File: config.mk
export PLATFORM = sky130hd
export DESIGN_NAME = compute_plain_broadcast_dsplit_flat
export DESIGN_NICKNAME = d
export VERILOG_FILES = /design/src/rtl/compute_plain_broadcast_dsplit_pkg.sv /design/src/rtl/compute_plain_broadcast_dsplit_if.sv /design/src/rtl/compute_plain_broadcast_dsplit_pb_lane_acc.sv /design/src/rtl/compute_plain_broadcast_dsplit.sv /design/src/flat_wrapper.sv
export SDC_FILE = /design/constraint.sdc
export NUM_CORES = 1
export LEC_CHECK = 0
export CAP_MARGIN = 20
export CORE_AREA = 2 2 398 400
export DETAILED_ROUTE_END_ITERATION = 10
export DIE_AREA = 0 0 400 402
export HOLD_SLACK_MARGIN = 0.02
export SETUP_SLACK_MARGIN = 0.1
export SKIP_LAST_GASP = 1
export SYNTH_ARGS = -nofsm -noshare
export SYNTH_HDL_FRONTEND = slang
export SYNTH_SLANG_ARGS = --single-unit
File: constraint.sdc
create_clock -name i_clk -period 6.6 [get_ports i_clk]
set_input_delay 1.32 -clock i_clk [delete_from_list [all_inputs] [get_ports i_clk]]
set_output_delay 1.32 -clock i_clk [all_outputs]
set_load 0.01 [all_outputs]
File: src/rtl/compute_plain_broadcast_dsplit_pkg.sv
// Shared constants and FSM encoding for the SDitH plain-broadcast block.
package compute_plain_broadcast_dsplit_pkg;

    localparam int PB_T        = 3;
    localparam int PB_D_SPLIT  = 2;
    localparam int PB_POLY_LEN = 176;

    // Counter width that stays legal when the count is 1.
    function automatic int cw(input int x);
        return (x <= 1) ? 1 : $clog2(x);
    endfunction

    typedef enum logic [3:0] {
        ST_IDLE,
        ST_Q_START,
        ST_Q_WAIT,
        ST_MUL_ISSUE,
        ST_MUL_WAIT,
        ST_S_START,
        ST_S_WAIT,
        ST_FINAL,
        ST_DONE
    } state_e;

endpackage

File: src/rtl/compute_plain_broadcast_dsplit_if.sv
// Share-memory, evaluator and GF32 multiplier engine bus of the broadcast block.
interface compute_plain_broadcast_dsplit_if #(
    parameter int T       = 3,
    parameter int ADDR_W  = 9,
    parameter int LADDR_W = 8
);
    logic [7:0]        i_q;
    logic [ADDR_W-1:0] o_q_addr;
    logic              o_q_rd;
    logic [7:0]        i_s;
    logic [ADDR_W-1:0] o_s_addr;
    logic              o_s_rd;
    logic              o_start_evaluate;
    logic [7:0]        o_q_s;
    logic [LADDR_W-1:0] i_q_s_addr;
    logic              i_q_s_rd;
    logic [32*T-1:0]   o_r_eps;
    logic [32*T-1:0]   i_evaluate_out;
    logic              i_done_evaluate;
    logic              o_start_mul32;
    logic [31:0]       o_x_mul32;
    logic [31:0]       o_y_mul32;
    logic [31:0]       i_o_mul32;
    logic              i_done_mul32;

    modport master (
        input  i_q, i_s, i_q_s_addr, i_q_s_rd, i_evaluate_out, i_done_evaluate,
               i_o_mul32, i_done_mul32,
        output o_q_addr, o_q_rd, o_s_addr, o_s_rd, o_start_evaluate, o_q_s,
               o_r_eps, o_start_mul32, o_x_mul32, o_y_mul32
    );

    modport slave (
        output i_q, i_s, i_q_s_addr, i_q_s_rd, i_evaluate_out, i_done_evaluate,
               i_o_mul32, i_done_mul32,
        input  o_q_addr, o_q_rd, o_s_addr, o_s_rd, o_start_evaluate, o_q_s,
               o_r_eps, o_start_mul32, o_x_mul32, o_y_mul32
    );
endinterface

File: src/rtl/compute_plain_broadcast_dsplit_pb_lane_acc.sv
// T-lane 32-bit GF(2^32) accumulator: single-lane XOR, full-vector XOR, clear.
module pb_lane_acc #(
    parameter int T     = 3,
    parameter int SEL_W = 2
) (
    input  logic                 i_clk,
    input  logic                 i_rst,
    input  logic                 i_clr,
    input  logic                 i_lane_we,
    input  logic [SEL_W-1:0]     i_lane_sel,
    input  logic [31:0]          i_lane_data,
    input  logic                 i_vec_we,
    input  logic [T-1:0][31:0]   i_vec_data,
    output logic [T-1:0][31:0]   o_acc
);
    logic [T-1:0][31:0] acc_q, acc_d;

    always_comb begin
        acc_d = acc_q;
        for (int l = 0; l < T; l++) begin
            if (i_lane_we && i_lane_sel == SEL_W'(l))
                acc_d[l] = acc_d[l] ^ i_lane_data;
            if (i_vec_we)
                acc_d[l] = acc_d[l] ^ i_vec_data[l];
        end
    end

    always_ff @(posedge i_clk) begin
        if (i_rst || i_clr) acc_q <= '0;
        else                acc_q <= acc_d;
    end

    assign o_acc = acc_q;
endmodule

File: src/rtl/compute_plain_broadcast_dsplit.sv
// alpha_j = a_j ^ sum_d eps_{j,d}*Q_d(r_j), beta_j = b_j ^ sum_d S_d(r_j), using shared engines.
module compute_plain_broadcast_dsplit
    import compute_plain_broadcast_dsplit_pkg::*;
#(
    parameter int T        = PB_T,
    parameter int D_SPLIT  = PB_D_SPLIT,
    parameter int POLY_LEN = PB_POLY_LEN,
    parameter int ADDR_W   = $clog2(D_SPLIT*POLY_LEN)
) (
    input  logic                    i_clk,
    input  logic                    i_rst,
    input  logic                    i_start,
    output logic                    o_busy,
    output logic                    o_done,
    input  logic [32*T-1:0]         i_r,
    input  logic [32*T*D_SPLIT-1:0] i_eps,
    input  logic [32*T-1:0]         i_a,
    input  logic [32*T-1:0]         i_b,
    output logic [32*T-1:0]         o_alpha,
    output logic [32*T-1:0]         o_beta,
    compute_plain_broadcast_dsplit_if.master eng
);
    localparam int JW = cw(T);
    localparam int DW = cw(D_SPLIT);

    state_e state_q, state_d;
    logic [JW-1:0] j_q, j_d;
    logic [DW-1:0] d_q, d_d;
    logic [T-1:0][31:0] ev_q, acc_alpha, acc_beta, alpha_q, beta_q;
    logic [D_SPLIT-1:0][T-1:0][31:0] eps_w;
    logic acc_clr, ev_we, fin;
    logic ev_hit, mul_hit;

    assign eps_w   = i_eps;
    assign ev_hit  = eng.i_done_evaluate &&
                     (state_q == ST_Q_WAIT || state_q == ST_S_WAIT);
    assign mul_hit = eng.i_done_mul32 && state_q == ST_MUL_WAIT;

    always_comb begin
        state_d = state_q;
        d_d     = d_q;
        j_d     = j_q;
        acc_clr = 1'b0;
        ev_we   = 1'b0;
        fin     = 1'b0;
        case (state_q)
            ST_IDLE: if (i_start) begin
                acc_clr = 1'b1;
                d_d     = '0;
                state_d = ST_Q_START;
            end
            ST_Q_START: state_d = ST_Q_WAIT;
            ST_Q_WAIT: if (ev_hit) begin
                ev_we   = 1'b1;
                j_d     = '0;
                state_d = ST_MUL_ISSUE;
            end
            ST_MUL_ISSUE: state_d = ST_MUL_WAIT;
            ST_MUL_WAIT: if (mul_hit) begin
                if (j_q == JW'(T-1)) state_d = ST_S_START;
                else begin
                    j_d     = j_q + JW'(1);
                    state_d = ST_MUL_ISSUE;
                end
            end
            ST_S_START: state_d = ST_S_WAIT;
            ST_S_WAIT: if (ev_hit) begin
                if (d_q == DW'(D_SPLIT-1)) state_d = ST_FINAL;
                else begin
                    d_d     = d_q + DW'(1);
                    state_d = ST_Q_START;
                end
            end
            ST_FINAL: begin
                fin     = 1'b1;
                state_d = ST_DONE;
            end
            ST_DONE: state_d = ST_IDLE;
            default: state_d = ST_IDLE;
        endcase
    end

    always_ff @(posedge i_clk) begin
        if (i_rst) begin
            state_q <= ST_IDLE;
            d_q     <= '0;
            j_q     <= '0;
            ev_q    <= '0;
            alpha_q <= '0;
            beta_q  <= '0;
        end else begin
            state_q <= state_d;
            d_q     <= d_d;
            j_q     <= j_d;
            if (ev_we) ev_q <= eng.i_evaluate_out;
            if (fin) begin
                alpha_q <= acc_alpha ^ i_a;
                beta_q  <= acc_beta ^ i_b;
            end
        end
    end

    pb_lane_acc #(.T(T), .SEL_W(JW)) u_acc_alpha (
        .i_clk(i_clk), .i_rst(i_rst), .i_clr(acc_clr),
        .i_lane_we(mul_hit), .i_lane_sel(j_q), .i_lane_data(eng.i_o_mul32),
        .i_vec_we(1'b0), .i_vec_data('0), .o_acc(acc_alpha)
    );

    pb_lane_acc #(.T(T), .SEL_W(JW)) u_acc_beta (
        .i_clk(i_clk), .i_rst(i_rst), .i_clr(acc_clr),
        .i_lane_we(1'b0), .i_lane_sel('0), .i_lane_data('0),
        .i_vec_we(ev_hit && state_q == ST_S_WAIT), .i_vec_data(eng.i_evaluate_out),
        .o_acc(acc_beta)
    );

    // Split d owns the address window [d*POLY_LEN, (d+1)*POLY_LEN).
    assign eng.o_q_addr = ADDR_W'(d_q) * ADDR_W'(POLY_LEN) + ADDR_W'(eng.i_q_s_addr);
    assign eng.o_s_addr = eng.o_q_addr;
    assign eng.o_q_rd   = eng.i_q_s_rd;
    assign eng.o_s_rd   = eng.i_q_s_rd;
    assign eng.o_r_eps  = i_r;

    always_comb begin
        eng.o_q_s = 8'h00;
        case (state_q)
            ST_Q_START, ST_Q_WAIT: eng.o_q_s = eng.i_q;
            ST_S_START, ST_S_WAIT: eng.o_q_s = eng.i_s;
            default:               eng.o_q_s = 8'h00;
        endcase
    end

    assign eng.o_start_evaluate = (state_q == ST_Q_START) || (state_q == ST_S_START);
    assign eng.o_start_mul32    = (state_q == ST_MUL_ISSUE);
    assign eng.o_x_mul32        = (state_q == ST_MUL_ISSUE) ? ev_q[j_q] : 32'h0;
    assign eng.o_y_mul32        = (state_q == ST_MUL_ISSUE) ? eps_w[d_q][j_q] : 32'h0;

    assign o_busy  = (state_q != ST_IDLE);
    assign o_done  = (state_q == ST_DONE);
    assign o_alpha = alpha_q;
    assign o_beta  = beta_q;
endmodule
File: src/flat_wrapper.sv
// flat-port wrapper written by rule: the top's interface ports become plain ports
module compute_plain_broadcast_dsplit_flat import compute_plain_broadcast_dsplit_pkg::*;
#(
    parameter int T        = PB_T,
    parameter int D_SPLIT  = PB_D_SPLIT,
    parameter int POLY_LEN = PB_POLY_LEN,
    parameter int ADDR_W   = $clog2(D_SPLIT*POLY_LEN)
)
  (i_clk, i_rst, i_start, o_busy, o_done, i_r, i_eps, i_a, i_b, o_alpha, o_beta, eng_i_q, eng_i_s, eng_i_q_s_addr, eng_i_q_s_rd, eng_i_evaluate_out, eng_i_done_evaluate, eng_i_o_mul32, eng_i_done_mul32, eng_o_q_addr, eng_o_q_rd, eng_o_s_addr, eng_o_s_rd, eng_o_start_evaluate, eng_o_q_s, eng_o_r_eps, eng_o_start_mul32, eng_o_x_mul32, eng_o_y_mul32);
  compute_plain_broadcast_dsplit_if #(.T(T), .ADDR_W(ADDR_W)) eng_i ();
  input  logic i_clk;
  input  logic i_rst;
  input  logic i_start;
  output logic o_busy;
  output logic o_done;
  input  logic [32*T-1:0] i_r;
  input  logic [32*T*D_SPLIT-1:0] i_eps;
  input  logic [32*T-1:0] i_a;
  input  logic [32*T-1:0] i_b;
  output logic [32*T-1:0] o_alpha;
  output logic [32*T-1:0] o_beta;
  input wire logic [$bits(eng_i.i_q)-1:0] eng_i_q;
  input wire logic [$bits(eng_i.i_s)-1:0] eng_i_s;
  input wire logic [$bits(eng_i.i_q_s_addr)-1:0] eng_i_q_s_addr;
  input wire logic [$bits(eng_i.i_q_s_rd)-1:0] eng_i_q_s_rd;
  input wire logic [$bits(eng_i.i_evaluate_out)-1:0] eng_i_evaluate_out;
  input wire logic [$bits(eng_i.i_done_evaluate)-1:0] eng_i_done_evaluate;
  input wire logic [$bits(eng_i.i_o_mul32)-1:0] eng_i_o_mul32;
  input wire logic [$bits(eng_i.i_done_mul32)-1:0] eng_i_done_mul32;
  output wire logic [$bits(eng_i.o_q_addr)-1:0] eng_o_q_addr;
  output wire logic [$bits(eng_i.o_q_rd)-1:0] eng_o_q_rd;
  output wire logic [$bits(eng_i.o_s_addr)-1:0] eng_o_s_addr;
  output wire logic [$bits(eng_i.o_s_rd)-1:0] eng_o_s_rd;
  output wire logic [$bits(eng_i.o_start_evaluate)-1:0] eng_o_start_evaluate;
  output wire logic [$bits(eng_i.o_q_s)-1:0] eng_o_q_s;
  output wire logic [$bits(eng_i.o_r_eps)-1:0] eng_o_r_eps;
  output wire logic [$bits(eng_i.o_start_mul32)-1:0] eng_o_start_mul32;
  output wire logic [$bits(eng_i.o_x_mul32)-1:0] eng_o_x_mul32;
  output wire logic [$bits(eng_i.o_y_mul32)-1:0] eng_o_y_mul32;
  assign eng_i.i_q = eng_i_q;
  assign eng_i.i_s = eng_i_s;
  assign eng_i.i_q_s_addr = eng_i_q_s_addr;
  assign eng_i.i_q_s_rd = eng_i_q_s_rd;
  assign eng_i.i_evaluate_out = eng_i_evaluate_out;
  assign eng_i.i_done_evaluate = eng_i_done_evaluate;
  assign eng_i.i_o_mul32 = eng_i_o_mul32;
  assign eng_i.i_done_mul32 = eng_i_done_mul32;
  assign eng_o_q_addr = eng_i.o_q_addr;
  assign eng_o_q_rd = eng_i.o_q_rd;
  assign eng_o_s_addr = eng_i.o_s_addr;
  assign eng_o_s_rd = eng_i.o_s_rd;
  assign eng_o_start_evaluate = eng_i.o_start_evaluate;
  assign eng_o_q_s = eng_i.o_q_s;
  assign eng_o_r_eps = eng_i.o_r_eps;
  assign eng_o_start_mul32 = eng_i.o_start_mul32;
  assign eng_o_x_mul32 = eng_i.o_x_mul32;
  assign eng_o_y_mul32 = eng_i.o_y_mul32;
  compute_plain_broadcast_dsplit #(.T(T), .D_SPLIT(D_SPLIT), .POLY_LEN(POLY_LEN), .ADDR_W(ADDR_W)) u_core (.i_clk(i_clk), .i_rst(i_rst), .i_start(i_start), .o_busy(o_busy), .o_done(o_done), .i_r(i_r), .i_eps(i_eps), .i_a(i_a), .i_b(i_b), .o_alpha(o_alpha), .o_beta(o_beta), .eng(eng_i));
endmodule
## After elaboration in Yosys (flattened, before gate mapping)

Index checks and enable logic that the tools add are counted.

| storage, ports and cells | value |
|---|---|
| register bits after elaboration | 487 |
| latch bits | 0 |
| memory bits (writable) | 0 |
| bits in read-only memories | 0 |
| output and inout bits | 384 |
| memories | 0 |

| cells by class | value |
|---|---|
| add/subtract/negate cells | 3 |
| multipliers | 1 |
| divide/modulo/power cells | 0 |
| magnitude comparators | 2 |
| eq/ne operators | 15 |
| shifts and indexed selects | 0 |
| multiplexer cells | 29 |
| bitwise operators | 8 |
| reduce and logical (&&, ||, !) cells | 19 |

Operators with widths:

| operator | count |
|---|---|
| $mux W96 | 2 |
| $xor A32 B32 Y32 | 6 |
| $xor A96 B96 Y96 | 2 |
| $bmux W32 S2 | 2 |
| $mux W32 | 4 |
| $pmux W4 S8 | 1 |
| $eq A4 B3 Y1 const B | 4 |
| $mux W4 | 4 |
| $pmux W8 S2 | 1 |
| $add A9 B8 Y9 | 1 |
| $eq A4 B2 Y1 const B | 2 |
| $mux W1 | 8 |
| $reduce_and A4 Y1 | 2 |
| $logic_and A1 B1 Y1 | 6 |
| $mux W2 | 3 |
| $mux W3 | 2 |
| $ne A2 B2 Y1 const B | 3 |
| $mul A1 B4 Y5 const B | 1 |
| $eq A4 B1 Y1 const B | 1 |
| $eq A4 B4 Y1 const B | 1 |
| $logic_not A4 Y1 | 1 |
| $ne A2 B1 Y1 const B | 2 |
| $pmux W2 S2 | 1 |
| $reduce_bool A2 Y1 | 2 |
| 12 further kinds | 15 |

## Depth between registers and ports, before layout

Gate-level depths: netlist (run 1).

| depth | value |
|---|---|
| word-level depth | 5 |
| depth in mapped cells | 10 |
| gate-level depth less buffers | 6 |

## Hierarchy

Synthesis (run 1) repeated with hierarchy kept, for this count alone.

| unflattened totals | value |
|---|---|
| cells, all modules | 3159 |
| area, all modules | 28597.4 µm² |

By module, submodules not included:

| module | times used | cells each | area each (µm²) | seq. area each (µm²) |
|---|---|---|---|---|
| compute_plain_broadcast_dsplit | 1 | 1753 | 16025.4 | 5905.7 |
| pb_lane_acc | 2 | 703 | 6286.0 | 1921.8 |

## Least setup slack after synthesis (run 1)

Ideal clock, no wire load.

| timing path | value |
|---|---|
| kind | input-to-output |
| start point | input eng_i_q_s_addr[4] |
| end point | output eng_o_s_addr[6] |
| data arrival time | 2376 ps |
| required time | 5280 ps |
| slack | 2904 ps |
| cell stages on the path | 4 |
| buffers on the path | 1 |
| cell sequence | ha_1 -> fa_1 -> xor2_1 -> buf_4 |

| on the way | value |
|---|---|
| longest elaborated chain between the ends | 1 |

RTL lines:

| what | line | text |
|---|---|---|
| start: declaration | flat_wrapper.sv:24 | `input wire logic [$bits(eng_i.i_q_s_addr)-1:0] eng_i_q_s_addr;` |
| $add A9 B8 Y9 | compute_plain_broadcast_dsplit.sv:117 | `assign eng.o_q_addr = ADDR_W'(d_q) * ADDR_W'(POLY_LEN) + ADDR_W'(eng.i_q_s_addr);` |
| end: declaration | flat_wrapper.sv:32 | `output wire logic [$bits(eng_i.o_s_addr)-1:0] eng_o_s_addr;` |

No other way between the ends.

## Worst setup path in the final report (run 1)

| timing path | value |
|---|---|
| start point | register u_core.j_q[1] |
| end point | output eng_o_y_mul32[3] |

| on the way | value |
|---|---|
| longest elaborated chain between the ends | 3 |

RTL lines:

| what | line | text |
|---|---|---|
| start: declaration | compute_plain_broadcast_dsplit.sv:27 | `logic [JW-1:0] j_q, j_d;` |
| start signal: assignment | compute_plain_broadcast_dsplit.sv:94 | `j_q <= j_d;` |
| $bmux W32 S2 | compute_plain_broadcast_dsplit.sv:135 | `assign eng.o_y_mul32 = (state_q == ST_MUL_ISSUE) ? eps_w[d_q][j_q] : 32'h0;` |
| $mux W32 (implied by the code) | compute_plain_broadcast_dsplit.sv:135 |  |
| $mux W32 | compute_plain_broadcast_dsplit.sv:135 |  |
| end: declaration | flat_wrapper.sv:39 | `output wire logic [$bits(eng_i.o_y_mul32)-1:0] eng_o_y_mul32;` |

No other way between the ends. The select of a mux whose other input is x is not followed.

==> results.sh, run 1 <==
export IMPL_yosysSeqAreaShare_pct=42.42
export IMPL_cts_sinks=487
export IMPL_synth_cells=2665
export IMPL_ir_drop_mv=0.1887
export IMPL_root_buffer="clkbuf_16"
export IMPL_slew_headroom_pct=26.23
export IMPL_grt_start_max_net_pins=189
export IMPL_synth_area_leader_cell="dfxtp_1"
export IMPL_fin_skew_ps=52.40
export IMPL_total_power_mw=7.750
export IMPL_path_max_fanout=34
export IMPL_rows=146
export IMPL_coreArea_um2=157100
export IMPL_rsz0062_at_grt="false"
export IMPL_synth_cell_type_count=39
export IMPL_num_fill_cells=17230
export IMPL_clock_tree_buffer_depth=3
export IMPL_drc=0
export IMPL_die_x_um=400
export IMPL_multi_input_area_um2=11500
export IMPL_seqCellArea_um2=9761
export IMPL_path_clk_slew_ps=60
export IMPL_tightest_slew_ps=1107
export IMPL_vias=20960
export IMPL_crit_path_end_kind="primary output"
export IMPL_tritoncts="yes"
export IMPL_dr_pass1_iters=5
export IMPL_die_h_um=402
export IMPL_drv_slew=0
export IMPL_cts_max_level=2
export IMPL_status="complete, no violations"
export IMPL_post_dp_cell_area_um2=32290
export IMPL_cp_start_kind="flop"
export IMPL_place_hpwl_um=86650
export IMPL_worst_ep_arrival_time_ps=4030
export IMPL_synth_avg_cell_area_um2=8.625
export IMPL_io_pins=1022
export IMPL_finalCritPeriodShare_pct=81.03
export IMPL_synth_area_um2=22980
export IMPL_grt_pass1_wl_um=152500
export IMPL_worstHoldPathType="reg2reg"
export IMPL_worst_setup_path_type="reg2out"
export IMPL_power_density_nw_per_um2=225.2
export IMPL_grt_pass1_vias=20190
export IMPL_yosys_area_top_type_share_pct=42.42
export IMPL_syn_num_nets=3311
export IMPL_max_freq_mhz=187.0
export IMPL_dp_slack_ps=1646
export IMPL_die_area_um2=160800
export IMPL_setup_violations=0
export IMPL_postCtsSetupRepairBufs=0
export IMPL_final_layout_size_suffix_gt1_share_pct=6.484
export IMPL_cp_required_ps=5280
export IMPL_postLayoutCoreUtil_pct=21.91
export IMPL_ant_nets=0
export IMPL_initial_core_util_pct=14.63
export IMPL_synthToLayoutAreaGrowth_pct=49.72
export IMPL_finalSetupTns_ps=0
export IMPL_yosys_top_cells_area="dfxtp_1 42%, nor2_1 8.1%, xor2_1 7.4%, xnor2_1 7.4%, a211oi_1 6.3%"
export IMPL_cts_made_buffers=59
export IMPL_drt_iter0_drc=1099
export IMPL_synth_edf_count=0
export IMPL_nets=3883
export IMPL_synth_ff_type="dfxtp_1"
export IMPL_yosys_warnings=0
export IMPL_gp_congestion=0.8484
export IMPL_maxCapViolCount=0
export IMPL_layout_min_cycle_time_ps=5348
export IMPL_wirelength_um=112300
export IMPL_wl_per_cell_um=20.91
export IMPL_antenna_found_initial=58
export IMPL_overflow=0
export IMPL_synth_seq_cells=487
export IMPL_cts_hold_buf=0
export IMPL_hold_viol=0
export IMPL_cts_resized=0
export IMPL_viasPerCell=3.902
export IMPL_clkLatencyLatePin_ps=670
export IMPL_design_area_um2=34410
export IMPL_synth_async_reset_ratio_pct=0
export IMPL_portBuffers=814
export IMPL_p_leak_nw=10.76
export IMPL_grt_use_total_pct=13.26
export IMPL_setup_ws_ps=1252
==> kinds of logic (layout without fill, tap and decap cells) <==
group	count (synthesis)	count (layout)	synth area share [%]
simple gates	945	945	17.57
flops	487	487	42.42
xor+xnor	388	388	14.78
compound gates	365	365	10.67
buf+inv	335	955	7.768
mux	137	137	6.320
fa+ha+maj	8	8	0.4681
other cells	0	14	0
==> critical path: stages (launching register included) <==
cell and delay [ps]:
dfxtp_4 680, inv_1 230, nor2_4 620, buf_4 460, a221oi_1 170, nor2_1 500
clkdlybuf4s50_1 670
==> routing by layer <==
| layer | track usage (%) | routed length, µm |
|---|---|---|
| met1 | 16.68 | 47950 |
| met2 | 20.73 | 49770 |
| met3 | 4.981 | 10800 |
| met4 | 4.094 | 3501 |
| met5 | 1.090 | 289 |
==> path summary, 6_finish.rpt <==
check | depth (start not counted) | slack (ps) | to | startpoint
setup / recovery | 6 | 1250 | eng_o_y_mul32[3] | u_core.j_q[1]
hold / removal | 2 | 450 | u_core.ev_q[9] | u_core.ev_q[9]
setup reg to reg | 6 | 3180 | u_core.ev_q[70] | u_core.state_q[1]
hold reg to reg | 2 | 450 | u_core.ev_q[9] | u_core.ev_q[9]
==> through the flow <==
step | hold slack, ps | instances
floorplan | 435.7 | 2665
global placement | 442.0 | 5248
detailed placement | 445.8 | 5248
CTS | 454.0 | 5357
global route | 469.1 | 5364
finish | 452.7 | 5371
==> synth_stat cells, types with 33 or more instances <==
cell,instances
nand3_1,97
nor2_1,495
buf_4,120
a211oi_1,192
nor3_1,33
a221oi_1,33
nand4_1,96
mux2_2,65
xor2_1,195
clkbuf_1,135
buf_2,62
nand2_1,201
mux2i_1,72
a21oi_1,130
dfxtp_1,487
xnor2_1,193
==> report_power, final <==
part	internal, mW	leakage [nW]	switching, mW
clock	2.07	1.02	1.43
combinational	0.544	5.81	0.635
sequential	3.01	3.93	0.0559
==> cell type report <==
| cell class | instances | share of cell area, % |
|---|---|---|
| Timing Repair Buffer | 843 | 24.50 |
| Tap cell | 2072 | 7.533 |
| Antenna cell | 14 | 0.1018 |
| Inverter | 3 | 0.03272 |
| Sequential cell | 487 | 28.36 |
| Clock buffer | 80 | 4.897 |
| Clock inverter | 29 | 1.160 |
| Multi-Input combinational cell | 1843 | 33.41 |
==> state kept, by name, indices dropped and copies added (netlist names) <==
name                      count
u_core.ev_q                  96
u_core.o_alpha               96
u_core.o_beta                96
u_core.u_acc_alpha.o_acc     96
u_core.u_acc_beta.o_acc      96
u_core.state_q                4
u_core.j_q                    2
u_core.d_q                    1
==> placed cells by master (no fill, tap or decap), drive strengths merged, types with 3 or more instances in the layout <==
master,instances
clkdlybuf4s50,812
nor2,495
dfxtp,487
nand2,201
xor2,195
xnor2,193
a211oi,192
a21oi,130
nand3,97
nand4,96
clkbuf,80
mux2i,72
mux2,65
nor3,33
a221oi,33
buf,31
diode,14
clkinv,12
inv,10
nor2b,8
bufinv,7
ha,7
o21ai,3
clkinvlp,3
nand2b,3
nor4b,3
No activity file was read; power rests on OpenSTA's default activity.
==> run 2: changes to the inputs <==
- clock period: 6.6 -> 4.9 ns (I/O delays scaled with it)
==> run 2 against run 1 <==
  * Utilization is 0.20 points higher
  * Clock power is 44% higher
  * Combinational power is 36% higher
  * Global-route usage is 0.14 points higher
  * First-iteration DRC count is 12% higher
  * Power is 39% higher
  * Critical path type unchanged
==> results.sh, run 2 (synthesis gave the netlist of run 1 again) <==
export IMPL_status="complete, no violations"
export IMPL_cts_resized=0
export IMPL_overflow=0
export IMPL_tritoncts="yes"
export IMPL_wirelength_um=112300
export IMPL_place_hpwl_um=86610
export IMPL_rows=146
export IMPL_cts_hold_buf=0
export IMPL_drt_iter0_drc=1232
export IMPL_clkLatencyLatePin_ps=650
export IMPL_critPathMaxStageDelay_ps=880
export IMPL_num_fill_cells=17190
export IMPL_cp_required_ps=3920
export IMPL_drc=0
export IMPL_root_buffer="clkbuf_16"
export IMPL_crit_path_end_kind="primary output"
export IMPL_worst_setup_path_type="reg2out"
export IMPL_mostFrequentLayoutCells="812 x clkdlybuf4s50_1, 494 x nor2_1, 484 x dfxtp_1"
export IMPL_final_common_cell="clkdlybuf4s50_1"
export IMPL_io_pins=1022
export IMPL_power_density_nw_per_um2=310.1
export IMPL_pwr_share_clk_pct=46.8
export IMPL_cp_start_kind="flop"
export IMPL_postCtsSetupRepairBufs=0
export IMPL_nets=3896
export IMPL_setup_ws_ps=462.7
export IMPL_tightest_slew_ps=1079
export IMPL_seqCellArea_um2=9761
export IMPL_grt_pass1_wl_um=153900
export IMPL_drv_slew=0
export IMPL_synthToLayoutAreaGrowth_pct=51.11
export IMPL_setup_violations=0
export IMPL_seq_power_share_pct=38.3
export IMPL_final_layout_size_suffix_gt1_share_pct=6.881
export IMPL_clock_tree_buffer_depth=3
export IMPL_maxCapViolCount=0
export IMPL_dr_pass1_iters=5
export IMPL_total_power_mw=10.77
export IMPL_fin_skew_ps=28.08
export IMPL_switching_share_pct=27.29
export IMPL_initial_core_util_pct=14.63
export IMPL_postLayoutCoreUtil_pct=22.11
export IMPL_finalSetupTns_ps=0
export IMPL_path_clk_slew_ps=70
export IMPL_hold_viol=0
export IMPL_layoutNonFillerInstCount=5379
export IMPL_p_leak_nw=10.91
export IMPL_wl_per_cell_um=20.87
export IMPL_switching_power_mw=2.939
export IMPL_worst_ep_arrival_time_ps=3460
export IMPL_cts_made_buffers=66
export IMPL_die_x_um=400
export IMPL_ant_nets=0
export IMPL_antenna_found_initial=50
export IMPL_dp_cells=5254
export IMPL_intPower_mw=7.832
export IMPL_slew_headroom_pct=28.05
export IMPL_cts_sinks=487
export IMPL_grt_start_max_net_pins=189
export IMPL_portBuffers=814
export IMPL_cts_max_level=3
export IMPL_grt_use_total_pct=13.39
export IMPL_max_freq_mhz=225.4
export IMPL_coreArea_um2=157100
export IMPL_finalCritPeriodShare_pct=90.56
export IMPL_die_h_um=402
export IMPL_grt_pass1_vias=20440
export IMPL_viasPerCell=3.913
export IMPL_cpMaxStageDelayCell="dfxtp_4"
export IMPL_dp_slack_ps=899.0
export IMPL_path_cells="buf_4 -> mux2i_1 -> nor3_1 -> a221oi_1 -> nor2_1 -> clkdlybuf4s50_1"
export IMPL_multi_input_area_um2=11500
export IMPL_p_comb_share_pct=14.9
export IMPL_rsz0062_at_grt="false"
export IMPL_ir_drop_mv=0.2272
export IMPL_path_max_fanout=35
export IMPL_layout_min_cycle_time_ps=4437
export IMPL_die_area_um2=160800
export IMPL_gp_congestion=0.8459
export IMPL_vias=21050
export IMPL_worstHoldPathType="reg2reg"
## run 2: final timing paths
check	from	end	slack, ps	cells after the start
max	u_core.j_q[0]	eng_o_y_mul32[11]	460	6
min	u_core.ev_q[9]	u_core.ev_q[9]	450	2
max reg2reg	u_core.state_q[1]	u_core.ev_q[3]	1920	6
min reg2reg	u_core.ev_q[9]	u_core.ev_q[9]	450	2
## run 2: area by class of cell
type / count / area share (%)
well taps: 2072 / 7.465
flip-flops and latches: 487 / 28.10
clock inverters: 27 / 0.9042
repair buffers: 849 / 24.69
clock buffers: 90 / 5.638
diodes: 8 / 0.05764
inverters: 3 / 0.03242
multi-input cells: 1843 / 33.11
## run 2: layer usage
layer / wire (µm) / track usage [%]
met3: 11630 / 5.466
met2: 49400 / 20.65
met1: 47060 / 16.65
met4: 3903 / 4.718
met5: 270 / 0.4540
## run 2: worst max-delay path: cells and delay by family, from the launching register on
kind	cells	cell delay, ps
AOI/OAI and AO/OA	1	240
buffers and inverters	2	880
muxes	1	560
DFF	1	880
and+or+nand+nor	2	190
## run 2: stage by stage
| step | instance area, µm² | hold WS (ps) |
|---|---|---|
| after global routing | 34710 | 471.6 |
| final | 34730 | 452.9 |
| after CTS | 34710 | 454.2 |
| after global placement | 32440 | 440.5 |
| after detailed placement | 32440 | 446.3 |
| after floorplan | 22980 | 435.7 |
## run 2: power by group through the flow
stage	combinational [mW]	clock, mW	sequential [mW]
floorplan	0.783	0	4.18
global placement	1.61	0	4.21
detailed placement	1.62	0	4.21
CTS	1.63	5.26	4.12
global route	1.73	5.39	4.13
finish	1.60	5.04	4.13
